### config.mk
export PLATFORM = sky130hd
export DESIGN_NAME = icap_reboot_ctrl_flat
export DESIGN_NICKNAME = d
export VERILOG_FILES = /design/src/rtl/icap_reboot_ctrl_if.sv /design/src/rtl/icap_reboot_ctrl.sv /design/src/flat_wrapper.sv
export SDC_FILE = /design/constraint.sdc
export NUM_CORES = 1
export LEC_CHECK = 0
export CAP_MARGIN = 30
export CORE_ASPECT_RATIO = 0.8
export CORE_MARGIN = 10
export CORE_UTILIZATION = 45
export DETAILED_ROUTE_END_ITERATION = 6
export HOLD_SLACK_MARGIN = 0.12
export PLACE_DENSITY_LB_ADDON = 0.2
export SYNTH_ARGS = -nofsm -noshare
export SYNTH_HDL_FRONTEND = slang
export SYNTH_SLANG_ARGS = --single-unit
### constraint.sdc
create_clock -name clk -period 3.3 [get_ports clk]
set_clock_uncertainty 0.05 [all_clocks]
set_input_delay 0.66 -clock clk [delete_from_list [all_inputs] [get_ports clk]]
set_output_delay 0.66 -clock clk [all_outputs]
set_load 0.1 [all_outputs]
### src/rtl/icap_reboot_ctrl_if.sv
// ---------------------------------------------------------------------------
// icap_reboot_ctrl_if
// Bundles the request/status handshake and the ICAP_SPARTAN6 write port of
// icap_reboot_ctrl into one interface.
//   reboot_req  : single-cycle reboot request
//   boot_sel    : 0 = built-in boot address, 1 = boot_addr
//   boot_addr   : runtime boot address (ADDR_W bits)
//   busy / done : controller progress status
//   icap_ce_n / icap_write_n / icap_din : ICAP write port (active-low strobes)
//   icap_busy   : ICAP BUSY back-pressure
//   wdt_kick / wdt_expired : watchdog, only with ICAP_REBOOT_WDT_EN defined
// Modports: slave = controller side, master = supervisor + ICAP side.
// ---------------------------------------------------------------------------
interface icap_reboot_ctrl_if #(
  parameter int unsigned ADDR_W = 24
) ();
  logic              reboot_req;
  logic              boot_sel;
  logic [ADDR_W-1:0] boot_addr;
  logic              busy;
  logic              done;
  logic              icap_ce_n;
  logic              icap_write_n;
  logic [15:0]       icap_din;
  logic              icap_busy;
`ifdef ICAP_REBOOT_WDT_EN
  logic              wdt_kick;
  logic              wdt_expired;

  modport slave (
    input  reboot_req, boot_sel, boot_addr, icap_busy, wdt_kick,
    output busy, done, icap_ce_n, icap_write_n, icap_din, wdt_expired
  );

  modport master (
    output reboot_req, boot_sel, boot_addr, icap_busy, wdt_kick,
    input  busy, done, icap_ce_n, icap_write_n, icap_din, wdt_expired
  );
`else
  modport slave (
    input  reboot_req, boot_sel, boot_addr, icap_busy,
    output busy, done, icap_ce_n, icap_write_n, icap_din
  );

  modport master (
    output reboot_req, boot_sel, boot_addr, icap_busy,
    input  busy, done, icap_ce_n, icap_write_n, icap_din
  );
`endif
endinterface

### src/rtl/icap_reboot_ctrl.sv
// ---------------------------------------------------------------------------
// icap_reboot_ctrl
// Streams the Spartan-6 IPROG multiboot command sequence (16 words) into an
// externally instantiated ICAP_SPARTAN6 after a single request pulse.
// Ports:
//   clk  : system clock, also the ICAP clock
//   rst  : synchronous active-high reset
//   bus  : icap_reboot_ctrl_if.slave (request, status, ICAP write port)
// Optional macro ICAP_REBOOT_WDT_EN adds a watchdog (WDT_CYCLES, wdt_kick,
// wdt_expired) that triggers a reboot into FALLBACK_ADDR when not kicked.
// ADDR_W must be 24; the command words carry exactly 24 address bits.
// ---------------------------------------------------------------------------
module icap_reboot_ctrl #(
  parameter int unsigned ADDR_W            = 24,
  parameter logic [23:0] DEFAULT_BOOT_ADDR = 24'h010000,
  parameter logic [23:0] FALLBACK_ADDR     = 24'h000000,
  parameter logic [7:0]  SPI_OPCODE        = 8'h0B,
  parameter bit          BITSWAP           = 1'b1,
  parameter int unsigned START_DELAY       = 4
`ifdef ICAP_REBOOT_WDT_EN
  , parameter logic [31:0] WDT_CYCLES      = 32'd100_000_000
`endif
) (
  input logic               clk,
  input logic               rst,
  icap_reboot_ctrl_if.slave bus
);

  localparam int unsigned N_WORDS = 16;
  localparam int unsigned IDX_W   = 4;
  localparam int unsigned CNT_W   = 8;
  localparam logic [IDX_W-1:0] LAST_IDX = IDX_W'(N_WORDS - 1);
  // Counter is loaded with N-1 so DELAY lasts exactly START_DELAY clocks
  localparam logic [CNT_W-1:0] DLY_LOAD =
    (START_DELAY == 0) ? CNT_W'(0) : CNT_W'(START_DELAY - 1);

  typedef enum logic [1:0] {
    ST_IDLE  = 2'd0,
    ST_DELAY = 2'd1,
    ST_SEQ   = 2'd2,
    ST_DONE  = 2'd3
  } state_t;

  state_t            r_state;
  state_t            w_state_nxt;
  logic [IDX_W-1:0]  r_idx;
  logic [CNT_W-1:0]  r_cnt;
  logic [23:0]       r_addr;

  logic              w_req;
  logic [23:0]       w_req_addr;
  logic [ADDR_W-1:0] w_boot_addr;
  logic [23:0]       w_sel_addr;
  logic [15:0]       w_word;
  logic [15:0]       w_word_out;

  logic              r_busy;
  logic              r_done;
  logic              r_ce_n;
  logic              r_write_n;
  logic [15:0]       r_din;
  logic              w_busy_nxt;
  logic              w_done_nxt;
  logic              w_ce_n_nxt;
  logic              w_write_n_nxt;
  logic [15:0]       w_din_nxt;

  // Reverse bit order inside each byte (ICAP_SPARTAN6 data convention)
  function automatic logic [15:0] f_bitswap(input logic [15:0] x);
    logic [15:0] y;
    for (int i = 0; i < 8; i++) begin
      y[i]     = x[7-i];
      y[8 + i] = x[15-i];
    end
    return y;
  endfunction

  assign w_boot_addr = bus.boot_addr;
  assign w_sel_addr  = bus.boot_sel ? 24'(w_boot_addr) : DEFAULT_BOOT_ADDR;

`ifdef ICAP_REBOOT_WDT_EN
  logic [31:0] r_wdt_cnt;
  logic        r_wdt_expired;
  logic        w_wdt_fire;

  // Expiry only counts while idle; a kick in the same cycle suppresses it
  assign w_wdt_fire = (r_state == ST_IDLE) && !bus.wdt_kick &&
                      (r_wdt_cnt == (WDT_CYCLES - 32'd1));

  // Watchdog counter and sticky expiry flag
  always_ff @(posedge clk) begin
    if (rst || bus.wdt_kick) begin
      r_wdt_cnt <= 32'd0;
    end else if ((r_state == ST_IDLE) && !w_wdt_fire) begin
      r_wdt_cnt <= r_wdt_cnt + 32'd1;
    end
  end

  always_ff @(posedge clk) begin
    if (rst) begin
      r_wdt_expired <= 1'b0;
    end else if (w_wdt_fire) begin
      r_wdt_expired <= 1'b1;
    end
  end

  assign bus.wdt_expired = r_wdt_expired;

  // External request takes priority over the watchdog in the same cycle
  assign w_req      = bus.reboot_req | w_wdt_fire;
  assign w_req_addr = bus.reboot_req ? w_sel_addr : FALLBACK_ADDR;
`else
  assign w_req      = bus.reboot_req;
  assign w_req_addr = w_sel_addr;
`endif

  // State register
  always_ff @(posedge clk) begin
    if (rst) begin
      r_state <= ST_IDLE;
    end else begin
      r_state <= w_state_nxt;
    end
  end

  // Next-state logic
  always_comb begin
    w_state_nxt = r_state;
    case (r_state)
      ST_IDLE: begin
        if (w_req) begin
          w_state_nxt = (START_DELAY == 0) ? ST_SEQ : ST_DELAY;
        end
      end
      ST_DELAY: begin
        if (r_cnt == CNT_W'(0)) begin
          w_state_nxt = ST_SEQ;
        end
      end
      ST_SEQ: begin
        if (!bus.icap_busy && (r_idx == LAST_IDX)) begin
          w_state_nxt = ST_DONE;
        end
      end
      ST_DONE: begin
        w_state_nxt = ST_DONE;
      end
      default: begin
        w_state_nxt = ST_IDLE;
      end
    endcase
  end

  // Address latch, delay counter and word index
  always_ff @(posedge clk) begin
    if (rst) begin
      r_addr <= 24'd0;
      r_cnt  <= CNT_W'(0);
      r_idx  <= IDX_W'(0);
    end else begin
      case (r_state)
        ST_IDLE: begin
          if (w_req) begin
            r_addr <= w_req_addr;
            r_cnt  <= DLY_LOAD;
            r_idx  <= IDX_W'(0);
          end
        end
        ST_DELAY: begin
          if (r_cnt != CNT_W'(0)) begin
            r_cnt <= r_cnt - CNT_W'(1);
          end
        end
        ST_SEQ: begin
          // ICAP BUSY stalls the index; the same word is re-presented
          if (!bus.icap_busy) begin
            r_idx <= r_idx + IDX_W'(1);
          end
        end
        default: begin
          r_idx <= r_idx;
        end
      endcase
    end
  end

  // IPROG command word selected by index (unswapped)
  always_comb begin
    w_word = 16'hFFFF;
    case (r_idx)
      4'd0:    w_word = 16'hFFFF;                              // dummy
      4'd1:    w_word = 16'hFFFF;                              // dummy
      4'd2:    w_word = 16'hAA99;                              // sync
      4'd3:    w_word = 16'h5566;                              // sync
      4'd4:    w_word = 16'h3261;                              // GENERAL1
      4'd5:    w_word = r_addr[15:0];
      4'd6:    w_word = 16'h3281;                              // GENERAL2
      4'd7:    w_word = {SPI_OPCODE, r_addr[23:16]};
      4'd8:    w_word = 16'h32A1;                              // GENERAL3
      4'd9:    w_word = FALLBACK_ADDR[15:0];
      4'd10:   w_word = 16'h32C1;                              // GENERAL4
      4'd11:   w_word = {SPI_OPCODE, FALLBACK_ADDR[23:16]};
      4'd12:   w_word = 16'h30A1;                              // CMD
      4'd13:   w_word = 16'h000E;                              // IPROG
      4'd14:   w_word = 16'h2000;                              // NOP
      4'd15:   w_word = 16'h2000;                              // NOP
      default: w_word = 16'hFFFF;
    endcase
  end

  assign w_word_out = BITSWAP ? f_bitswap(w_word) : w_word;

  // Output decode from the current state; registered below
  always_comb begin
    w_busy_nxt    = 1'b0;
    w_done_nxt    = 1'b0;
    w_ce_n_nxt    = 1'b1;
    w_write_n_nxt = 1'b1;
    w_din_nxt     = 16'hFFFF;
    case (r_state)
      ST_DELAY: begin
        w_busy_nxt = 1'b1;
      end
      ST_SEQ: begin
        w_busy_nxt    = 1'b1;
        w_ce_n_nxt    = 1'b0;
        w_write_n_nxt = 1'b0;
        w_din_nxt     = w_word_out;
      end
      ST_DONE: begin
        w_done_nxt = 1'b1;
      end
      default: begin
        w_busy_nxt = 1'b0;
      end
    endcase
  end

  // Output registers
  always_ff @(posedge clk) begin
    if (rst) begin
      r_busy    <= 1'b0;
      r_done    <= 1'b0;
      r_ce_n    <= 1'b1;
      r_write_n <= 1'b1;
      r_din     <= 16'hFFFF;
    end else begin
      r_busy    <= w_busy_nxt;
      r_done    <= w_done_nxt;
      r_ce_n    <= w_ce_n_nxt;
      r_write_n <= w_write_n_nxt;
      r_din     <= w_din_nxt;
    end
  end

  assign bus.busy         = r_busy;
  assign bus.done         = r_done;
  assign bus.icap_ce_n    = r_ce_n;
  assign bus.icap_write_n = r_write_n;
  assign bus.icap_din     = r_din;

endmodule

### src/flat_wrapper.sv
// flat-port wrapper written by rule: the top's interface ports become plain ports
module icap_reboot_ctrl_flat 
#(
  parameter int unsigned ADDR_W            = 24,
  parameter logic [23:0] DEFAULT_BOOT_ADDR = 24'h010000,
  parameter logic [23:0] FALLBACK_ADDR     = 24'h000000,
  parameter logic [7:0]  SPI_OPCODE        = 8'h0B,
  parameter bit          BITSWAP           = 1'b1,
  parameter int unsigned START_DELAY       = 4

)
  (clk, rst, bus_reboot_req, bus_boot_sel, bus_boot_addr, bus_icap_busy, bus_busy, bus_done, bus_icap_ce_n, bus_icap_write_n, bus_icap_din);
  icap_reboot_ctrl_if #(.ADDR_W(ADDR_W)) bus_i ();
  input logic clk;
  input logic rst;
  input wire logic [$bits(bus_i.reboot_req)-1:0] bus_reboot_req;
  input wire logic [$bits(bus_i.boot_sel)-1:0] bus_boot_sel;
  input wire logic [$bits(bus_i.boot_addr)-1:0] bus_boot_addr;
  input wire logic [$bits(bus_i.icap_busy)-1:0] bus_icap_busy;
  output wire logic [$bits(bus_i.busy)-1:0] bus_busy;
  output wire logic [$bits(bus_i.done)-1:0] bus_done;
  output wire logic [$bits(bus_i.icap_ce_n)-1:0] bus_icap_ce_n;
  output wire logic [$bits(bus_i.icap_write_n)-1:0] bus_icap_write_n;
  output wire logic [$bits(bus_i.icap_din)-1:0] bus_icap_din;
  assign bus_i.reboot_req = bus_reboot_req;
  assign bus_i.boot_sel = bus_boot_sel;
  assign bus_i.boot_addr = bus_boot_addr;
  assign bus_i.icap_busy = bus_icap_busy;
  assign bus_busy = bus_i.busy;
  assign bus_done = bus_i.done;
  assign bus_icap_ce_n = bus_i.icap_ce_n;
  assign bus_icap_write_n = bus_i.icap_write_n;
  assign bus_icap_din = bus_i.icap_din;
  icap_reboot_ctrl #(.ADDR_W(ADDR_W), .DEFAULT_BOOT_ADDR(DEFAULT_BOOT_ADDR), .FALLBACK_ADDR(FALLBACK_ADDR), .SPI_OPCODE(SPI_OPCODE), .BITSWAP(BITSWAP), .START_DELAY(START_DELAY)) u_core (.clk(clk), .rst(rst), .bus(bus_i));
endmodule
==> flow_summary.toml <==
[status]
outcome = "finished clean"

[global_routing]
grt_overflow_total = 0
busiest_layer = "met2"
met1_usage_pct = 18.4
grt_use_met2_pct = 18.7
grt_pass1_wl_um = 10200
grt_antenna_before_repair = 0
grt_max_degree = 29
grt.met3_usage_pct = 6.43
track_usage_pct = 13.9
grt_pass1_vias = 2030

[floorplan]
dieArea_mm2 = 0.00912
core.rowCount = 24
fp.dieW_um = 104
core_area_mm2 = 0.00550
initial_core_util_pct = 46.6
die_y_um = 87.5
io_pins = 49

[power]
power_uw = 2320
pwr-share-comb_pct = 31.1
powerDensity_mw_per_mm2 = 711
pwr-share-clk_pct = 31.1
p_leak_uw = 0.00127
power_frac_seq_pct = 37.8
p_sw_share_pct = 34.9
vdd_drop_max_mv = 0.357
intPower_uw = 1510
power_switching_uw = 810

[clock_network]
cts_hold_buffers = 0
clkLatencyLatePin_ns = 0.34
clock_tree.root_cell = "clkbuf_8"
cts_sinks = 57
htreeDepth = 3
clock_path_buffers = 2
ctsResizeCount = 0
path_clk_slew_ns = 0.07
postCtsSetupBuffers = 0
numCtsBuffers = 9
cts_tree = "yes"

[placed_design]
hpwl_um = 4210
dpl_worst_slack_ns = 0.824
portBuffers = 48
place.gp.congestion = 0.819

[timing]
maxSlewHeadroom_pct = 42.1
timing_hold_violations_final = 0
worst_slack_ns = 1.04
max_freq_mhz = 442
rsz0062_at_grt = "false"
fin_setup_tns_ns = 0
finalSetupViolCount = 0
worst_slew_pin_slew_ns = 0.868
fin_crit_ns = 2.26
timing.hold.ws_ns = 0.421
report.final.slew_viol_count = 0
finalCritPeriodShare_pct = 68.6

[synth]
syn_area_mm2 = 0.00256
yosysSeqAreaShare_pct = 44.6
ys_ff_latch = 57
async_reset_ff_share_pct = 0
synth_top_family_by_area = "compound AO/OA/AOI/OAI gates"
syn_avg_cell_area_um2 = 9.45
ys_warn_count = 0
synth-edff-count = 0
synth-xor-area-share_pct = 1.03
yosysMostFrequentCell = "dfxtp_1"
synth-simple-area-share_pct = 13.7
syn_inst = 271
yosysTopAreaCell = "dfxtp_1"
synth_mux_area_share_pct = 1.22
synth-compound-area-share_pct = 27.8
synth_flop_cell = "dfxtp_1"
synth_fa_ha_area_share_pct = 6.84
synth_cell_types = 49
synth_common_cells = "dfxtp_1, a22o_1, a21oi_1"
synth_top_area_share_pct = 44.6
synth.area.top_cells = "dfxtp_1, a22o_1, ha_1"
synth_nets = 314

[detailed_routing]
drt-pass1-iter-count = 4
vias = 2090
wl_per_cell_um = 15.1
drtAntennaViolNets = 0
routed_wl_um = 5980
drt_iter0_drc = 120
vias_per_cell = 5.26
route.detailed.drc = 0

[job]
drv_cap = 0

[layout]
fin_util_pct = 59.4
diodes = 0
nets = 357
syn2layout_area_growth_pct = 27.5
final_layout_size_suffix_gt1_share_pct = 14.1

[worst_setup_path]
cp_slowest_cell = "ha_1"
required_ns = 3.46
critPathMaxFanout = 15
end_kind = "flop"
worst-path-stages = 7
worst-path-buf-inv = 2
critPathArrivalTime_ns = 2.42
startpoint_type = "flop"
startpoint = "u_core.r_idx[1]"
crit_family = "adder cells"
reg2reg_slack_ns = 1.04
r2r-end = "u_core.bus.icap_din[1]"
crit_type = "reg -> reg"
crit_chain = "inv_1 > ha_1 > and2_0 > o22ai_1 > a31oi_1 > buf_4 > o221ai_1"
critPathMaxStageDelay_ns = 0.49
crit_path_end = "u_core.bus.icap_din[1]"
r2r-start = "u_core.r_idx[1]"
reg2reg_depth = 7

[hold_path]
hp-class = "reg -> reg"
[worst min path at each step]
stage                 startpoint                end  slack (ns)  depth (start not counted)
2_1_floorplan    u_core.r_cnt[5]    u_core.r_cnt[5]        0.39                          2
3_3_place_gp   u_core.r_addr[15]  u_core.r_addr[15]        0.42                          1
3_5_place_dp     u_core.r_cnt[5]    u_core.r_cnt[5]        0.42                          2
4_1_cts          u_core.r_cnt[5]    u_core.r_cnt[5]        0.43                          2
5_1_grt         u_core.r_addr[2]   u_core.r_addr[2]        0.45                          1
6_report         u_core.r_cnt[5]    u_core.r_cnt[5]        0.42                          2
[area by class of cell]
class / instances / area, um^2
multi-input combinational: 183 / 1300
timing repair buffer: 53 / 468
fill: 502 / 2230
clock buffer: 11 / 141
clock inverter: 5 / 78.8
tap: 78 / 97.6
sequential: 57 / 1140
inverter: 10 / 37.5
[sequential cells by signal (all words and copies together), names as in the netlist]
signal                flops
u_core.bus.icap_ce_n      1
u_core.r_idx              4
u_core.r_addr            24
u_core.bus.icap_din      16
u_core.bus.busy           1
u_core.r_cnt              8
u_core.bus.done           1
u_core.r_state            2
[cell families (layout without fill, tap and decap cells)]
family,count (synthesis),after routing
AOI/OAI and AO/OA,99,99
and+or+nand+nor,64,64
DFF,57,57
buffers and inverters,31,79
adders and majority gates,14,14
xor gates and xnor gates,3,3
muxes,3,3
[power groups by stage]
stage	clock [uW]	combinational (uW)	sequential, uW
final	722	721	877
after global routing	766	812	894
after CTS	739	726	877
after detailed placement	0	723	890
after global placement	0	710	890
after floorplan	0	513	939
[worst min-delay path, cell delays in order, from the launching register on]
cell     delay (ns)
dfxtp_1        0.32
nand2_1        0.05
mux2i_1        0.05
[layout by cell type, fill, tap and decap left out, types with 3 or more instances in the layout]
master | netlist | routed
nand2_1 | 17 | 17
buf_4 | 1 | 25
nor2_1 | 9 | 9
a22o_1 | 25 | 25
a21oi_1 | 19 | 18
nor2b_1 | 7 | 7
nand3_1 | 3 | 3
xor2_1 | 3 | 3
nor3_1 | 4 | 4
o22ai_1 | 6 | 6
clkbuf_8 | 0 | 10
nand2b_1 | 5 | 5
o21ai_0 | 18 | 18
dfxtp_1 | 57 | 57
ha_1 | 14 | 14
o21a_1 | 4 | 4
clkdlybuf4s50_1 | 0 | 28
inv_1 | 10 | 10
o211ai_1 | 6 | 6
or3_1 | 3 | 3
[metal layers]
layer | part of all wire, % | vias up
met4 | 1.8 | 0
met2 | 40 | 57
met1 | 51 | 944
li1 | - | 1080
met3 | 7.2 | 9
met5 | 0 | -
[stage by stage]
step                cell area [um^2]  instances
floorplan                       2560        271
global placement                3040        381
detailed placement              3040        381
CTS                             3260        397
global route                    3260        397
finish                          3260        397
Power figures use the tool's default switching activity.
